==> src/rtl/trigger_conditioner_if.sv <==
// trigger_conditioner_if: raw trigger in, conditioned trigger plus measurement/event outputs.
interface trigger_conditioner_if #(
  parameter int CNT_WIDTH  = 32,
  parameter int TCNT_WIDTH = 16
);
  logic                  gpio_trig_in;
  logic                  trig_out;
  logic                  busy;
  logic [CNT_WIDTH-1:0]  cycles_out;
  logic                  cycles_valid;
  logic                  ovf;
  logic [TCNT_WIDTH-1:0] trig_count;
  logic                  missed;
  modport master (
    output gpio_trig_in,
    input  trig_out, busy, cycles_out, cycles_valid, ovf, trig_count, missed
  );
  modport slave (
    input  gpio_trig_in,
    output trig_out, busy, cycles_out, cycles_valid, ovf, trig_count, missed
  );
endinterface

==> src/rtl/trigger_conditioner.sv <==
// trigger_conditioner: min-width stretch, post-pulse holdoff and duration measurement
// of the GPIO trigger before it reaches the trigger pin.
module trigger_conditioner #(
  parameter int CNT_WIDTH  = 32,
  parameter int MIN_PULSE  = 4,
  parameter int HOLDOFF    = 16,
  parameter int TCNT_WIDTH = 16
) (
  input logic ext_clock,
  input logic reset,
  trigger_conditioner_if.slave tc
);
  localparam int HW = HOLDOFF > 1 ? $clog2(HOLDOFF) : 1;
  localparam logic [CNT_WIDTH-1:0] MIN_W = CNT_WIDTH'(MIN_PULSE);
  localparam logic [CNT_WIDTH-1:0] MAX_W = '1;
  localparam logic [HW-1:0] HOLD_INIT = HW'(HOLDOFF > 0 ? HOLDOFF - 1 : 0);
  typedef enum logic [1:0] {IDLE, ACTIVE, STRETCH, HOLD} state_e;
  state_e                state_q, state_d;
  logic                  prev_q, sat_q, sat_d, trig_q, trig_d, cv_q, cv_d;
  logic                  ovf_q, ovf_d, missed_q, missed_d;
  logic [CNT_WIDTH-1:0]  width_q, width_d, cyc_q, cyc_d, width_inc;
  logic [HW-1:0]         hcnt_q, hcnt_d;
  logic [TCNT_WIDTH-1:0] tcnt_q, tcnt_d;
  logic                  rise, done, end_p;
  assign rise      = tc.gpio_trig_in & ~prev_q;
  assign done      = width_q >= MIN_W;
  assign width_inc = width_q == MAX_W ? width_q : width_q + 1'b1;
  always_ff @(posedge ext_clock or negedge reset) begin
    if (!reset) begin
      state_q  <= IDLE;
      prev_q   <= 1'b1;
      sat_q    <= 1'b0;
      trig_q   <= 1'b0;
      cv_q     <= 1'b0;
      ovf_q    <= 1'b0;
      missed_q <= 1'b0;
      width_q  <= '0;
      cyc_q    <= '0;
      hcnt_q   <= '0;
      tcnt_q   <= '0;
    end else begin
      state_q  <= state_d;
      prev_q   <= tc.gpio_trig_in;
      sat_q    <= sat_d;
      trig_q   <= trig_d;
      cv_q     <= cv_d;
      ovf_q    <= ovf_d;
      missed_q <= missed_d;
      width_q  <= width_d;
      cyc_q    <= cyc_d;
      hcnt_q   <= hcnt_d;
      tcnt_q   <= tcnt_d;
    end
  end
  always_comb begin
    state_d  = state_q;
    sat_d    = sat_q;
    trig_d   = trig_q;
    cv_d     = 1'b0;
    ovf_d    = ovf_q;
    missed_d = 1'b0;
    width_d  = width_q;
    cyc_d    = cyc_q;
    hcnt_d   = hcnt_q;
    tcnt_d   = tcnt_q;
    end_p    = 1'b0;
    case (state_q)
      IDLE: if (rise) begin
        state_d = ACTIVE;
        trig_d  = 1'b1;
        width_d = CNT_WIDTH'(1);
        sat_d   = 1'b0;
        tcnt_d  = tcnt_q + 1'b1;
      end
      ACTIVE: if (tc.gpio_trig_in) begin
        width_d = width_inc;
        sat_d   = sat_q | (width_q == MAX_W);
      end else if (done) begin
        end_p = 1'b1;
      end else begin
        state_d = STRETCH;
        width_d = width_inc;
      end
      STRETCH: begin
        missed_d = rise;
        end_p    = done;
        width_d  = done ? width_q : width_inc;
      end
      HOLD: begin
        missed_d = rise;
        state_d  = hcnt_q == '0 ? IDLE : HOLD;
        hcnt_d   = hcnt_q == '0 ? hcnt_q : hcnt_q - 1'b1;
      end
      default: state_d = IDLE;
    endcase
    // Pulse termination is shared by ACTIVE (long input) and STRETCH (short input).
    if (end_p) begin
      trig_d  = 1'b0;
      cyc_d   = width_q;
      ovf_d   = sat_q;
      cv_d    = 1'b1;
      state_d = HOLDOFF == 0 ? IDLE : HOLD;
      hcnt_d  = HOLD_INIT;
    end
  end
  assign tc.trig_out     = trig_q;
  assign tc.busy         = state_q != IDLE;
  assign tc.cycles_out   = cyc_q;
  assign tc.cycles_valid = cv_q;
  assign tc.ovf          = ovf_q;
  assign tc.trig_count   = tcnt_q;
  assign tc.missed       = missed_q;
endmodule

==> src/flat_wrapper.sv <==
// flat-port wrapper written by rule: the top's interface ports become plain ports
module trigger_conditioner_flat 
#(
  parameter int CNT_WIDTH  = 32,
  parameter int MIN_PULSE  = 4,
  parameter int HOLDOFF    = 16,
  parameter int TCNT_WIDTH = 16
)
  (ext_clock, reset, tc_gpio_trig_in, tc_trig_out, tc_busy, tc_cycles_out, tc_cycles_valid, tc_ovf, tc_trig_count, tc_missed);
  trigger_conditioner_if #(.CNT_WIDTH(CNT_WIDTH), .TCNT_WIDTH(TCNT_WIDTH)) tc_i ();
  input logic ext_clock;
  input logic reset;
  input wire logic [$bits(tc_i.gpio_trig_in)-1:0] tc_gpio_trig_in;
  output wire logic [$bits(tc_i.trig_out)-1:0] tc_trig_out;
  output wire logic [$bits(tc_i.busy)-1:0] tc_busy;
  output wire logic [$bits(tc_i.cycles_out)-1:0] tc_cycles_out;
  output wire logic [$bits(tc_i.cycles_valid)-1:0] tc_cycles_valid;
  output wire logic [$bits(tc_i.ovf)-1:0] tc_ovf;
  output wire logic [$bits(tc_i.trig_count)-1:0] tc_trig_count;
  output wire logic [$bits(tc_i.missed)-1:0] tc_missed;
  assign tc_i.gpio_trig_in = tc_gpio_trig_in;
  assign tc_trig_out = tc_i.trig_out;
  assign tc_busy = tc_i.busy;
  assign tc_cycles_out = tc_i.cycles_out;
  assign tc_cycles_valid = tc_i.cycles_valid;
  assign tc_ovf = tc_i.ovf;
  assign tc_trig_count = tc_i.trig_count;
  assign tc_missed = tc_i.missed;
  trigger_conditioner #(.CNT_WIDTH(CNT_WIDTH), .MIN_PULSE(MIN_PULSE), .HOLDOFF(HOLDOFF), .TCNT_WIDTH(TCNT_WIDTH)) u_core (.ext_clock(ext_clock), .reset(reset), .tc(tc_i));
endmodule
==> config.mk <==
export PLATFORM = sky130hd
export DESIGN_NAME = trigger_conditioner_flat
export DESIGN_NICKNAME = d
export VERILOG_FILES = /design/src/rtl/trigger_conditioner_if.sv /design/src/rtl/trigger_conditioner.sv /design/src/flat_wrapper.sv
export SDC_FILE = /design/constraint.sdc
export NUM_CORES = 1
export LEC_CHECK = 0
export ABC_AREA = 1
export CELL_PAD_IN_SITES_DETAIL_PLACEMENT = 0
export CELL_PAD_IN_SITES_GLOBAL_PLACEMENT = 1
export CORE_UTILIZATION = 45
export DETAILED_ROUTE_END_ITERATION = 7
export GPL_TIMING_DRIVEN = 0
export PLACE_DENSITY_LB_ADDON = 0.1
export SLEW_MARGIN = 20
export SYNTH_ARGS = -nofsm -noshare
export SYNTH_HDL_FRONTEND = slang
export SYNTH_SLANG_ARGS = --single-unit
==> constraint.sdc <==
create_clock -name ext_clock -period 5.3 [get_ports ext_clock]
set_clock_uncertainty 0.2 [all_clocks]
set_input_delay 0.795 -clock ext_clock [delete_from_list [all_inputs] [get_ports ext_clock]]
set_output_delay 0.795 -clock ext_clock [all_outputs]
set_load 0.02 [all_outputs]
==> results of run 1 <==
-- critical path, stage by stage --
cell	delay [ps]
clkdlybuf4s50_1	720
nand2_4	120
inv_2	80
nor2_1	70
nor2_4	190
nand2_2	230
a21oi_2	400
or2_1	240
nand3_1	100
o31ai_1	80
-- metal layers --
metal | part of all wire (%) | vias up | track usage (%) | wire length (µm)
met1 | 46 | 2412 | 37.4 | 6950
met5 | 0 | - | 0 | 0
met3 | 5.7 | 29 | 4.10 | 867
met2 | 45 | 181 | 40.3 | 6870
met4 | 2.9 | 0 | 11.5 | 433
li1 | - | 2420 | - | -
-- cells by family (layout without fill, tap and decap cells) --
logic type                 count (synthesis)  after routing
and+or+nand+nor                          382            382
AOI/OAI and AO/OA                        101            101
DFF                                       92             92
xor gates and xnor gates                  19             19
buffers and inverters                    102            174
adders and majority gates                 10             10
-- flip-flops by register name (all words and copies together), names as in the netlist --
name / cells
u_core.sat_q: 1
u_core.prev_q: 1
u_core.tc.cycles_valid: 1
u_core.state_q: 2
u_core.tc.trig_count: 16
u_core.tc.missed: 1
u_core.hcnt_q: 4
u_core.tc.cycles_out: 32
u_core.tc.trig_out: 1
u_core.width_q: 32
u_core.tc.ovf: 1
-- through the flow --
| stage | setup WS, ps | instance area (µm²) | hold WS, ps | total power [mW] |
|---|---|---|---|---|
| after floorplan | 3190 | 5330 | 265 | 1.59 |
| after global placement | -287 | 6060 | 260 | 2.01 |
| after detailed placement | 2040 | 6090 | 260 | 2.03 |
| after CTS | 2410 | 6370 | 168 | 2.68 |
| after global routing | 2210 | 6370 | 183 | 2.83 |
| final | 2330 | 6370 | 150 | 2.69 |
-- cells in the final DEF (no fill, tap or decap), types with 3 or more instances in the layout --
cell	Yosys	layout
inv_1	70	70
nand3b_1	4	4
nor2_4	9	9
nand4_1	20	20
buf_2	11	11
nand2_2	8	8
xnor2_1	9	9
ha_1	10	10
o21ai_0	41	41
inv_2	8	8
o211ai_1	4	4
a21oi_1	11	11
nor4_1	3	3
dfrtp_1	91	91
clkbuf_1	7	10
clkbuf_16	0	9
clkdlybuf4s50_1	0	54
nand2_1	191	191
buf_4	5	5
nor3_1	12	12
nand2_4	4	4
nand3_2	3	3
nor2_1	64	64
o31ai_1	3	3
nand3_1	57	57
xor2_1	10	10
o21ai_1	32	32
-- final timing paths --
kind / to / slack, ps / cells after the start
setup / recovery: u_core.width_q[23]$_DFFE_PN0P_ / 2330 / 10
hold reg to reg: u_core.tc.trig_count[15]$_DFFE_PN0P_ / 270 / 1
setup reg to reg: u_core.width_q[23]$_DFFE_PN0P_ / 2780 / 10
min in group ext_clock: u_core.tc.trig_count[15]$_DFFE_PN0P_ / 270 / 1
max in group asynchronous: u_core.tc.trig_count[2]$_DFFE_PN0P_ / 4150 / 2
hold / removal: u_core.tc.cycles_out[16]$_DFFE_PN0P_ / 150 / 1
-- power by group through the flow --
| stage | combinational [mW] | sequential [mW] | clock (mW) |
|---|---|---|---|
| after floorplan | 0.644 | 0.942 | 0 |
| final | 1.16 | 0.874 | 0.649 |
| after detailed placement | 1.14 | 0.886 | 0 |
| after global routing | 1.26 | 0.885 | 0.682 |
| after global placement | 1.13 | 0.879 | 0 |
| after CTS | 1.15 | 0.873 | 0.658 |
-- cell type report --
type | instances | area (µm²)
tap | 143 | 179
buffer | 23 | 119
clock buffer | 12 | 236
clock inverter | 4 | 50.0
multi-input combinational | 512 | 2610
fill | 1108 | 5090
sequential | 92 | 2300
timing repair buffer | 56 | 579
inverter | 79 | 297
==> flow_summary.json, run 1 <==
{
  "sw_frac_of_total_pct": 43.0,
  "ys_top_cells_by_area": "dfrtp_1 (43%), nand2_1 (13%), nand3_1 (5.4%)",
  "ys_seq_elements": 92,
  "slew_viol_final": 0,
  "yosysUniqueCellTypes": 37,
  "min_path_type": "in -> async",
  "worstMarginPinSlew_ps": 723,
  "synth-edff-count": 0,
  "report.final.hold_viol_count": 0,
  "vdd_drop_max_mv": 0.298,
  "r2r-start": "u_core.state_q[1]$_DFFE_PN0P_",
  "synth_common_cells": "nand2_1 (191), dfrtp_1 (91), inv_1 (70)",
  "syn_inst": 706,
  "cts_resized": 0,
  "synth_top_area_share_pct": 42.7,
  "hold_buffers": 0,
  "yosysMostFrequentCell": "nand2_1",
  "pwr-share-clk_pct": 24.1,
  "p_int_mw": 1.53,
  "grt_pass1_wl_um": 25400,
  "startpoint_type": "primary input",
  "grt_max_degree": 54,
  "h-tree-depth": 3,
  "fmax_mhz": 336,
  "clockRootBuffer": "clkbuf_16",
  "antenna_found_initial": 0,
  "avgSynthCellArea_um2": 7.55,
  "die_x_um": 111,
  "cp_data_arrival_time_ps": 3040,
  "rows": 39,
  "clkTransAtPathRegs_ps": 70,
  "rsz0062_at_grt": "no",
  "synth_mux_area_share_pct": 0,
  "cts_sinks": 92,
  "synthAdderAreaFrac_pct": 2.35,
  "synth_xor_area_share_pct": 3.12,
  "power.density_nw_per_um2": 422,
  "synth_top_family_by_area": "simple AND/OR/NAND/NOR gates",
  "via_per_inst": 5.47,
  "yosys.area.top_type": "dfrtp_1",
  "final_util_pct": 55.6,
  "grt-ovfl-total": 0,
  "cts_tree": "yes",
  "synth_ff_type": "dfrtp_1",
  "final_nets": 786,
  "area_delta_synth_final_pct": 19.6,
  "cp_data_required_time_ps": 5360,
  "drv_cap": 0,
  "status": "complete, no violations",
  "dp_hpwl_um": 10900,
  "synthArstFlopShare_pct": 100,
  "grt_pass1_vias": 4821,
  "wirelength_um": 15100,
  "endpoint_kind": "flip-flop",
  "grt_usage_pct": 26.5,
  "cts_setup_buffers": 0,
  "ys_seq_area_share_pct": 43.2,
  "crit_type": "in -> reg",
  "first_pass_iters": 5,
  "core_area_um2": 11500,
  "tns_ps": 0,
  "ant_nets": 0,
  "relSlewSlack_pct": 51.8,
  "synthSimpleGateAreaFrac_pct": 33.3,
  "startpoint": "tc_gpio_trig_in",
  "fin_cells": 921,
  "drc": 0,
  "synth-compound-area-share_pct": 10.2,
  "dp_cells": 905,
  "antenna_cells": 0,
  "avgRoutedWirePerCell_um": 16.4,
  "drive_above_1_share_pct": 9.25,
  "power_frac_comb_pct": 43.3,
  "synth_nets": 719,
  "clkLatencyLatePin_ps": 360,
  "num_vias": 5042,
  "seq_power_share_pct": 32.5,
  "leakage_nw": 2.91,
  "yosys_warnings": 0,
  "start_util_pct": 46.5,
  "numCtsBuffers": 9,
  "crit_fanout": 8,
  "clock_path_buffers": 2,
  "pin_count": 56,
  "finalCritPeriodShare_pct": 56.1,
  "io_buffer_count": 55,
  "fin_crit_ps": 2970,
  "die_area_um2": 12300,
  "die-height_um": 111,
  "power.switching_mw": 1.15,
  "synth_area_um2": 5330,
  "setup_viol": 0,
  "place_congestion": 0.919,
  "drt_iter0_markers": 425
}
Note: power is estimated with default switching activity, not from simulation.
==> run 2, diff against run 1 <==
--- a/config.mk
+++ b/config.mk
@@ -8,7 +8,7 @@
 export ABC_AREA = 1
 export CELL_PAD_IN_SITES_DETAIL_PLACEMENT = 0
 export CELL_PAD_IN_SITES_GLOBAL_PLACEMENT = 1
-export CORE_UTILIZATION = 45
+export CORE_UTILIZATION = 42
 export DETAILED_ROUTE_END_ITERATION = 7
 export GPL_TIMING_DRIVEN = 0
 export PLACE_DENSITY_LB_ADDON = 0.1
==> constraint.sdc (replaced) <==
create_clock -name ext_clock -period 3.1 [get_ports ext_clock]
set_clock_uncertainty 0.2 [all_clocks]
set_input_delay 0.465 -clock ext_clock [delete_from_list [all_inputs] [get_ports ext_clock]]
set_output_delay 0.465 -clock ext_clock [all_outputs]
set_load 0.02 [all_outputs]
==> flow_summary.json, run 2 (same netlist as run 1, synthesis figures left out) <==
{
  "status": "complete, no violations",
  "grt_pass1_wl_um": 25000,
  "r2r_slack_ps": 610,
  "cts_sinks": 92,
  "ant_nets": 0,
  "final_cell_mix": "nand2_1 (191), dfrtp_1 (91), inv_1 (70)",
  "antenna_found_initial": 0,
  "cp_data_arrival_time_ps": 2680,
  "num_vias": 4953,
  "pin_count": 56,
  "die_area_um2": 13100,
  "grt-ovfl-total": 0,
  "first_pass_iters": 5,
  "die-height_um": 115,
  "io_buffer_count": 55,
  "rsz0062_at_grt": "no",
  "core_area_um2": 12200,
  "setup_viol": 0,
  "area_delta_synth_final_pct": 20.4,
  "avgRoutedWirePerCell_um": 16.3,
  "layout_setup_ws_ps": 474,
  "crit_fanout": 8,
  "start_util_pct": 43.6,
  "endpoint_kind": "flip-flop",
  "power.density_nw_per_um2": 712,
  "clockRootBuffer": "clkbuf_16",
  "h-tree-depth": 3,
  "grt_usage_pct": 25.1,
  "layout_commonest_cell": "nand2_1",
  "design_area_um2": 6410,
  "clkLatencyLatePin_ps": 350,
  "cts_resized": 0,
  "antenna_cells": 0,
  "cts_setup_buffers": 0,
  "cts_tree": "yes",
  "pre_cts_ws_ps": 157,
  "cp_cell_sequence": "clkdlybuf4s50_1 > nand2_4 > inv_2 > nor2_1 > nor2_4 > nand2_2 > a21oi_2 > or2_1 > nand3_1 > o31ai_1",
  "finalCritPeriodShare_pct": 84.7,
  "fmax_mhz": 381,
  "fillerInstances": 1277,
  "crit_type": "in -> reg",
  "drv_cap": 0,
  "die_x_um": 115,
  "worstMarginPinSlew_ps": 720,
  "relSlewSlack_pct": 52.0,
  "wirelength_um": 15400,
  "clkTransAtPathRegs_ps": 70,
  "final_nets": 787,
  "cp_data_required_time_ps": 3160,
  "via_per_inst": 5.23,
  "numCtsBuffers": 9,
  "drive_above_1_share_pct": 9.63,
  "dp_hpwl_um": 11100,
  "min_path_type": "reg -> reg",
  "path_buf_inv": 2,
  "slew_viol_final": 0,
  "drt_iter0_markers": 323,
  "slowest_stage": "clkdlybuf4s50_1",
  "report.final.hold_viol_count": 0,
  "grt_max_degree": 65,
  "grt_pass1_vias": 4738,
  "max_stage_delay_ps": 700,
  "crit_family": "simple AND/OR/NAND/NOR gates",
  "place_area_um2": 6120,
  "startpoint_type": "primary input",
  "drc": 0,
  "rows": 40,
  "clock_path_buffers": 2,
  "place_congestion": 0.937,
  "vdd_drop_max_mv": 0.425,
  "fin_crit_ps": 2630,
  "hold_slack_ps": 280,
  "leakage_nw": 2.92
}
[run 2: layout make-up]
cell class / count / area (µm²) / area share, %
buffer: 23 / 119 / 1.85
tap: 168 / 210 / 3.28
clock inverter: 5 / 35.0 / 0.546
sequential: 92 / 2300 / 35.9
timing repair buffer: 57 / 589 / 9.19
multi-input combinational: 512 / 2610 / 40.7
clock buffer: 11 / 253 / 3.94
inverter: 79 / 297 / 4.62
[run 2: final timing paths]
kind | from | to | cells after the start
worst max-delay path | tc_gpio_trig_in | u_core.width_q[23]$_DFFE_PN0P_ | 10
worst min-delay path | u_core.tc.trig_count[15]$_DFFE_PN0P_ | u_core.tc.trig_count[15]$_DFFE_PN0P_ | 1
worst max register to register | u_core.state_q[1]$_DFFE_PN0P_ | u_core.width_q[23]$_DFFE_PN0P_ | 10
worst min register to register | u_core.tc.trig_count[15]$_DFFE_PN0P_ | u_core.tc.trig_count[15]$_DFFE_PN0P_ | 1
max in group asynchronous | reset | u_core.prev_q$_DFF_PN1_ | 3
min in group asynchronous | reset | u_core.tc.cycles_out[19]$_DFFE_PN0P_ | 2
[run 2: through the flow]
stage | total power [mW] | setup TNS [ps] | instances | util [%]
2_1_floorplan | 2.71 | 0 | 706 | -
3_3_place_gp | 3.44 | -197150 | 929 | 49.9
3_5_place_dp | 3.47 | 0 | 930 | 50.1
4_1_cts | 4.57 | 0 | 947 | 52.5
5_1_grt | 4.83 | 0 | 947 | 52.5
6_report | 4.56 | 0 | 947 | 52.5
[run 2: timing repair]
item	CTS	global route
setup endpoints to repair	0	0
hold buffers	1	0
hold endpoints to repair	28	0
[run 2: routing by layer]
layer	global-route usage, %	up-vias	wire [µm]
li1	-	2414	-
met1	34.8	2395	7250
met2	39.6	126	7100
met3	3.86	18	804
met4	9.52	0	259
met5	0	-	0
[run 2: power breakdown]
| group | switching, mW | internal, mW |
|---|---|---|
| combinational | 1.37 | 0.621 |
| sequential | 0.121 | 1.37 |
| clock | 0.492 | 0.589 |
==> RTL change 1 (flow settings as in run 2) <==
Encoding of `state_e`: now Gray code (2 bits for 4 states).
--- a/src/rtl/trigger_conditioner.sv
+++ b/src/rtl/trigger_conditioner.sv
@@ -15,5 +15,5 @@
   localparam logic [CNT_WIDTH-1:0] MAX_W = '1;
   localparam logic [HW-1:0] HOLD_INIT = HW'(HOLDOFF > 0 ? HOLDOFF - 1 : 0);
-  typedef enum logic [1:0] {IDLE, ACTIVE, STRETCH, HOLD} state_e;
+  typedef enum logic [1:0] {IDLE = 2'b00, ACTIVE = 2'b01, STRETCH = 2'b11, HOLD = 2'b10} state_e;
   state_e                state_q, state_d;
   logic                  prev_q, sat_q, sat_d, trig_q, trig_d, cv_q, cv_d;
Function: same outputs for any inputs over 10 cycles, from zero or initial values and one cycle with reset low; not proved beyond that.
==> RTL change 1 against run 2 <==
Worst setup slack better by 0.061 ns; cell area down 0.18%; area after synthesis down 1.4%; via count up 0.65%; first-iteration DRC count up 9.9%; wire length up 0.58%; sequential cell count unchanged; clock power up 19%; total power up 4.9%.
==> RTL change 1: results (changes against run 2) <==
** Outcome
- The flow ran to the end, and the final reports show no timing, DRC or antenna violations.

** Hold path
- The startpoint identified for the worst hold timing path is u_core.tc.cycles_out[7].
- The worst hold path terminates at u_core.tc.cycles_out[7].

** Critical path
- Type of the worst setup path :: reg2reg
- Worst flop-to-flop path endpoint :: u_core.width_q[20]
- Worst-path fanout max :: 7 (-1)
- The worst endpoint data arrival time came to 2.66 ns (-0.02 ns).
- The stage delay of the slowest cell on the critical path was 0.43 ns (-0.27 ns).
- The slack of the worst reg-to-reg path is 0.54 ns (-0.07 ns).

** Layout
- The non-filler instance count after layout was 960 (+1.4%).
- The relative area of clock buffers and inverters in the final design came to 0.0547 (+0.00985).
- Fraction of final layout cells with drive strength greater than 1 :: 0.0896 (-0.00663)
- The count of buffers not belonging to the clock network in the layout is 81 (+1.3%).
- Final nets :: 799 (+1.5%)
- Non-clk buf share :: 0.111 (+0.000194)

** Power
- The switching power of the nets came to 0.00203 W (+2.2%).
- Worst IR drop on VDD :: 514 uV (+21%)
- The clock network power is 0.00128 W (+19%).
- Leak :: 3.04 nW (+3.9%)

** STA
- Final worst hold slack :: 0.277 ns (-0.00266 ns)
- The post-route worst setup slack was 0.535 ns (+0.0610 ns).
- The worst-case headroom to the max-slew limit came to 0.529 (+0.00841).

** Route
- Wirelength, routed :: 15,500 um (+0.58%)
- The count of routing violations after the opening detailed-route iteration is 355 (+9.9%).
- The wire length on met2 is 6930 um (-2.4%).
- Length of routed wiring on met1 :: 7420 um (+2.4%)

** GRT
- The number of global-route vias before repair came to 4,778 (+0.84%).
- The global routing met1 resource utilization was 0.368 (+0.0194).
-- RTL change 1: cell count changes in the layout (fill, tap and decap cells not counted), sizes merged, moves of 4 or more --
cell           run 2  this run
nor3              12        16
inv               79        71
o21ai             73        47
nand2            203       227
nor2              75        96
o22ai              2         6
a21oi             13        20
nand3b             4         0
o211ai             4         0
-- RTL change 1: critical path: cells and delay by family, from the launching register on --
family | cells | cell delay (ns)
AOI/OAI and AO/OA | 1 | 0.14
and+or+nand+nor | 5 | 0.94
adders and majority gates | 1 | 0.31
buffers and inverters | 3 | 0.48
DFF | 1 | 0.43
-- RTL change 1: cell families after synthesis --
logic type / share of synthesized area
fa+ha+maj: 0.0214
compound gates: 0.0795
flops: 0.438
xor+xnor: 0.0267
simple gates: 0.360
buf+inv: 0.0741
-- RTL change 1: repair_timing --
action	4_1_cts	5_1_grt
hold endpoints to repair	39	0
hold buffers	1	0
buffers inserted	0	0
==> RTL change 2 (settings of run 2) <==
Made on the original files. `HOLDOFF` is set to 16 in 2 places; all go to 32.
--- a/src/rtl/trigger_conditioner.sv
+++ b/src/rtl/trigger_conditioner.sv
@@ -4,5 +4,5 @@
   parameter int CNT_WIDTH  = 32,
   parameter int MIN_PULSE  = 4,
-  parameter int HOLDOFF    = 16,
+  parameter int HOLDOFF    = 32,
   parameter int TCNT_WIDTH = 16
 ) (
--- a/src/flat_wrapper.sv
+++ b/src/flat_wrapper.sv
@@ -4,5 +4,5 @@
   parameter int CNT_WIDTH  = 32,
   parameter int MIN_PULSE  = 4,
-  parameter int HOLDOFF    = 16,
+  parameter int HOLDOFF    = 32,
   parameter int TCNT_WIDTH = 16
 )
Formal check against the unedited RTL: no difference found for any inputs over 10 cycles, from zero or initial values and one cycle with reset low; that may be too few to reach the edited logic, so the function may still have changed.
==> RTL change 2 against run 2 <==
Sequential cell count increased by 1; worst setup slack got worse by 0.037 ns; cell area increased by 3.8%; total power decreased by 3.8%; combinational power decreased by 17%; global-route usage increased by 2.5 points; wire length increased by 13%; area after synthesis increased by 3.4%; largest power group unchanged; critical path type unchanged.
==> RTL change 2: results (changes against run 2) <==
** Outcome
- The run finished with clean final reports.

** Hold path
- For hold timing, the worst endpoint is u_core.tc.cycles_out[8].
- The worst hold path belongs to the class reg2reg.
- The startpoint identified for the worst hold timing path is u_core.tc.cycles_out[8].
- The cell count of the worst hold path is 2 (+1).

** GRT
- The global-route usage over all layers came to 0.277 (+0.0251).
- Wire length of the first global-routing pass :: 27,600 um (+11%)
- The number of global-route vias before repair is 5,034 (+6.2%).
- The maximum number of pins on one net before global-route repair is 56 (-14%).
- The number of antenna violations at the first check in global routing came to 0 (unchanged).

** Clock tree
- The number of buffers inserted to repair setup after CTS came to 0 (unchanged).
- The hold buffer count at cts came to 1 (unchanged).
- Total clock buffers created by CTS :: 9 (unchanged)
- Root buf cell :: clkbuf_16
- CTS Buffer Depth :: 2 (unchanged)
- Clock transition at the registers of the reported paths :: 0.07 ns (about the same)

** Synthesis
- The count of distinct cell types in the synthesized netlist came to 40 (+8.1%).
- Most instantiated cells after synthesis :: nand2_1, nor2_1, dfrtp_1
- The number of nets in the synthesized netlist is 775 (+7.8%).
- Sequential cell area fraction in the yosys report :: 0.423 (-0.00950)
- Dominant cells by area after synthesis :: dfrtp_1, nand2_1, nor2_1
- Post-synthesis async set-or-reset flop share :: 1.00 (unchanged)
- The post-synthesis cell count is 762 (+7.9%).
- Total of warnings raised by yosys :: 0 (unchanged)
- Predominant post-synthesis flop cell :: dfrtp_1

** Power
- The total leakage power is 3.06 nW (+4.6%).
- Worst IR drop on VDD :: 299 uV (-30%)

** Place
- The detailed-placement wirelength estimate came to 13,000 um (+17%).
- Total cell area at the placement stage :: 0.00630 mm2 (+3.0%)
- Routability cong. :: 0.908 (-3.0%)
- Placement-stage worst setup slack :: 0.0912 ns (-0.0657 ns)
- The number of placed cells counting well taps is 990 (+6.5%).

** Critical path
- Worst flop-to-flop path endpoint :: u_core.width_q[29]
- Startpoint of the worst-slack reg-to-reg timing path :: u_core.state_q[1]
- Among all stages on the critical path, the largest delay is contributed by clkdlybuf4s50_1.
- The slack of the worst reg-to-reg path came to 0.44 ns (-0.17 ns).
- Arr. time, crit path :: 2.75 ns (+0.07 ns)
- Worst-path fanout max :: 10 (+2)
- Delay contributed by the slowest stage of the critical path :: 0.55 ns (-0.15 ns)
- Length in cells of the worst reg-to-reg path :: 11 (+1)
- Cell type group with the largest total delay on the critical path :: buffers and inverters

** Route
- The mean number of vias per cell came to 5.26 (+0.61%).
- Total number of vias :: 5,299 (+7.0%)
- The count of routing violations after the opening detailed-route iteration was 359 (+11%).
- Wirelength, routed :: 17,400 um (+13%)

** Layout
- The final-layout fill cell count was 1,308 (+2.4%).
- Antenna diode count :: 0 (unchanged)
- The post-layout net count is 843 (+7.1%).
- Sequential cell area :: 0.00233 mm2 (+1.1%)
- The share of post-route cells with drive strength above 1 was 0.0814 (-0.0148).

** STA
- Worst slew margin relative to its limit :: 0.462 (-0.0585)
- Final worst hold slack :: 0.282 ns (+0.00212 ns)
## RTL change 2: cell families (layout without fill, tap and decap cells)
group,count (synthesis),count (layout),synth area share
flip-flops,93,93,0.423
AND/OR/NAND/NOR,439,439,0.352
adder cells (fa/ha/maj),10,10,0.0227
XOR/XNOR,17,17,0.0270
buffers and inverters,103,176,0.0804
AO/OA/AOI/OAI,100,100,0.0950
## RTL change 2: tightest hold or removal path, delay by kind of cell, from the launching register on
| family | cells | cell delay, ns |
|---|---|---|
| AOI/OAI and AO/OA | 1 | 0.06 |
| DFF | 1 | 0.34 |
| and+or+nand+nor | 1 | 0.05 |
## RTL change 2: power breakdown
part	switching, W	internal (W)	leakage, nW
Sequential	0.0000911	0.00134	1.25
Combinational	0.00117	0.000477	1.65
Clock	0.000520	0.000798	0.165
## RTL change 2: worst max-delay path by stage
| stage | start | end | slack, ns |
|---|---|---|---|
| detailed placement | tc_gpio_trig_in | u_core.width_q[29] | 0.09 |
| global route | u_core.state_q[1] | u_core.width_q[22] | 0.25 |
| global placement | reset | u_core.width_q[29] | -2.24 |
| CTS | tc_gpio_trig_in | u_core.width_q[29] | 0.45 |
| finish | tc_gpio_trig_in | u_core.width_q[29] | 0.44 |
| floorplan | u_core.state_q[0] | u_core.width_q[23] | 1.05 |
## RTL change 2: cell type report
type / count / area share
flip-flops and latches: 93 / 0.350
clock inverters: 6 / 0.0177
repair buffers: 57 / 0.0885
clock buffers: 10 / 0.0344
inverters: 81 / 0.0459
plain buffers: 22 / 0.0207
multi-input cells: 566 / 0.411
well taps: 172 / 0.0323
## RTL change 2: per-layer routing
metal  up-vias  GRT usage  share of wire
met2       167      0.453           0.46
met1      2516      0.379           0.47
met4         0      0.103          0.021
li1       2589          -              -
met3        27     0.0270          0.048
met5         -          0              0
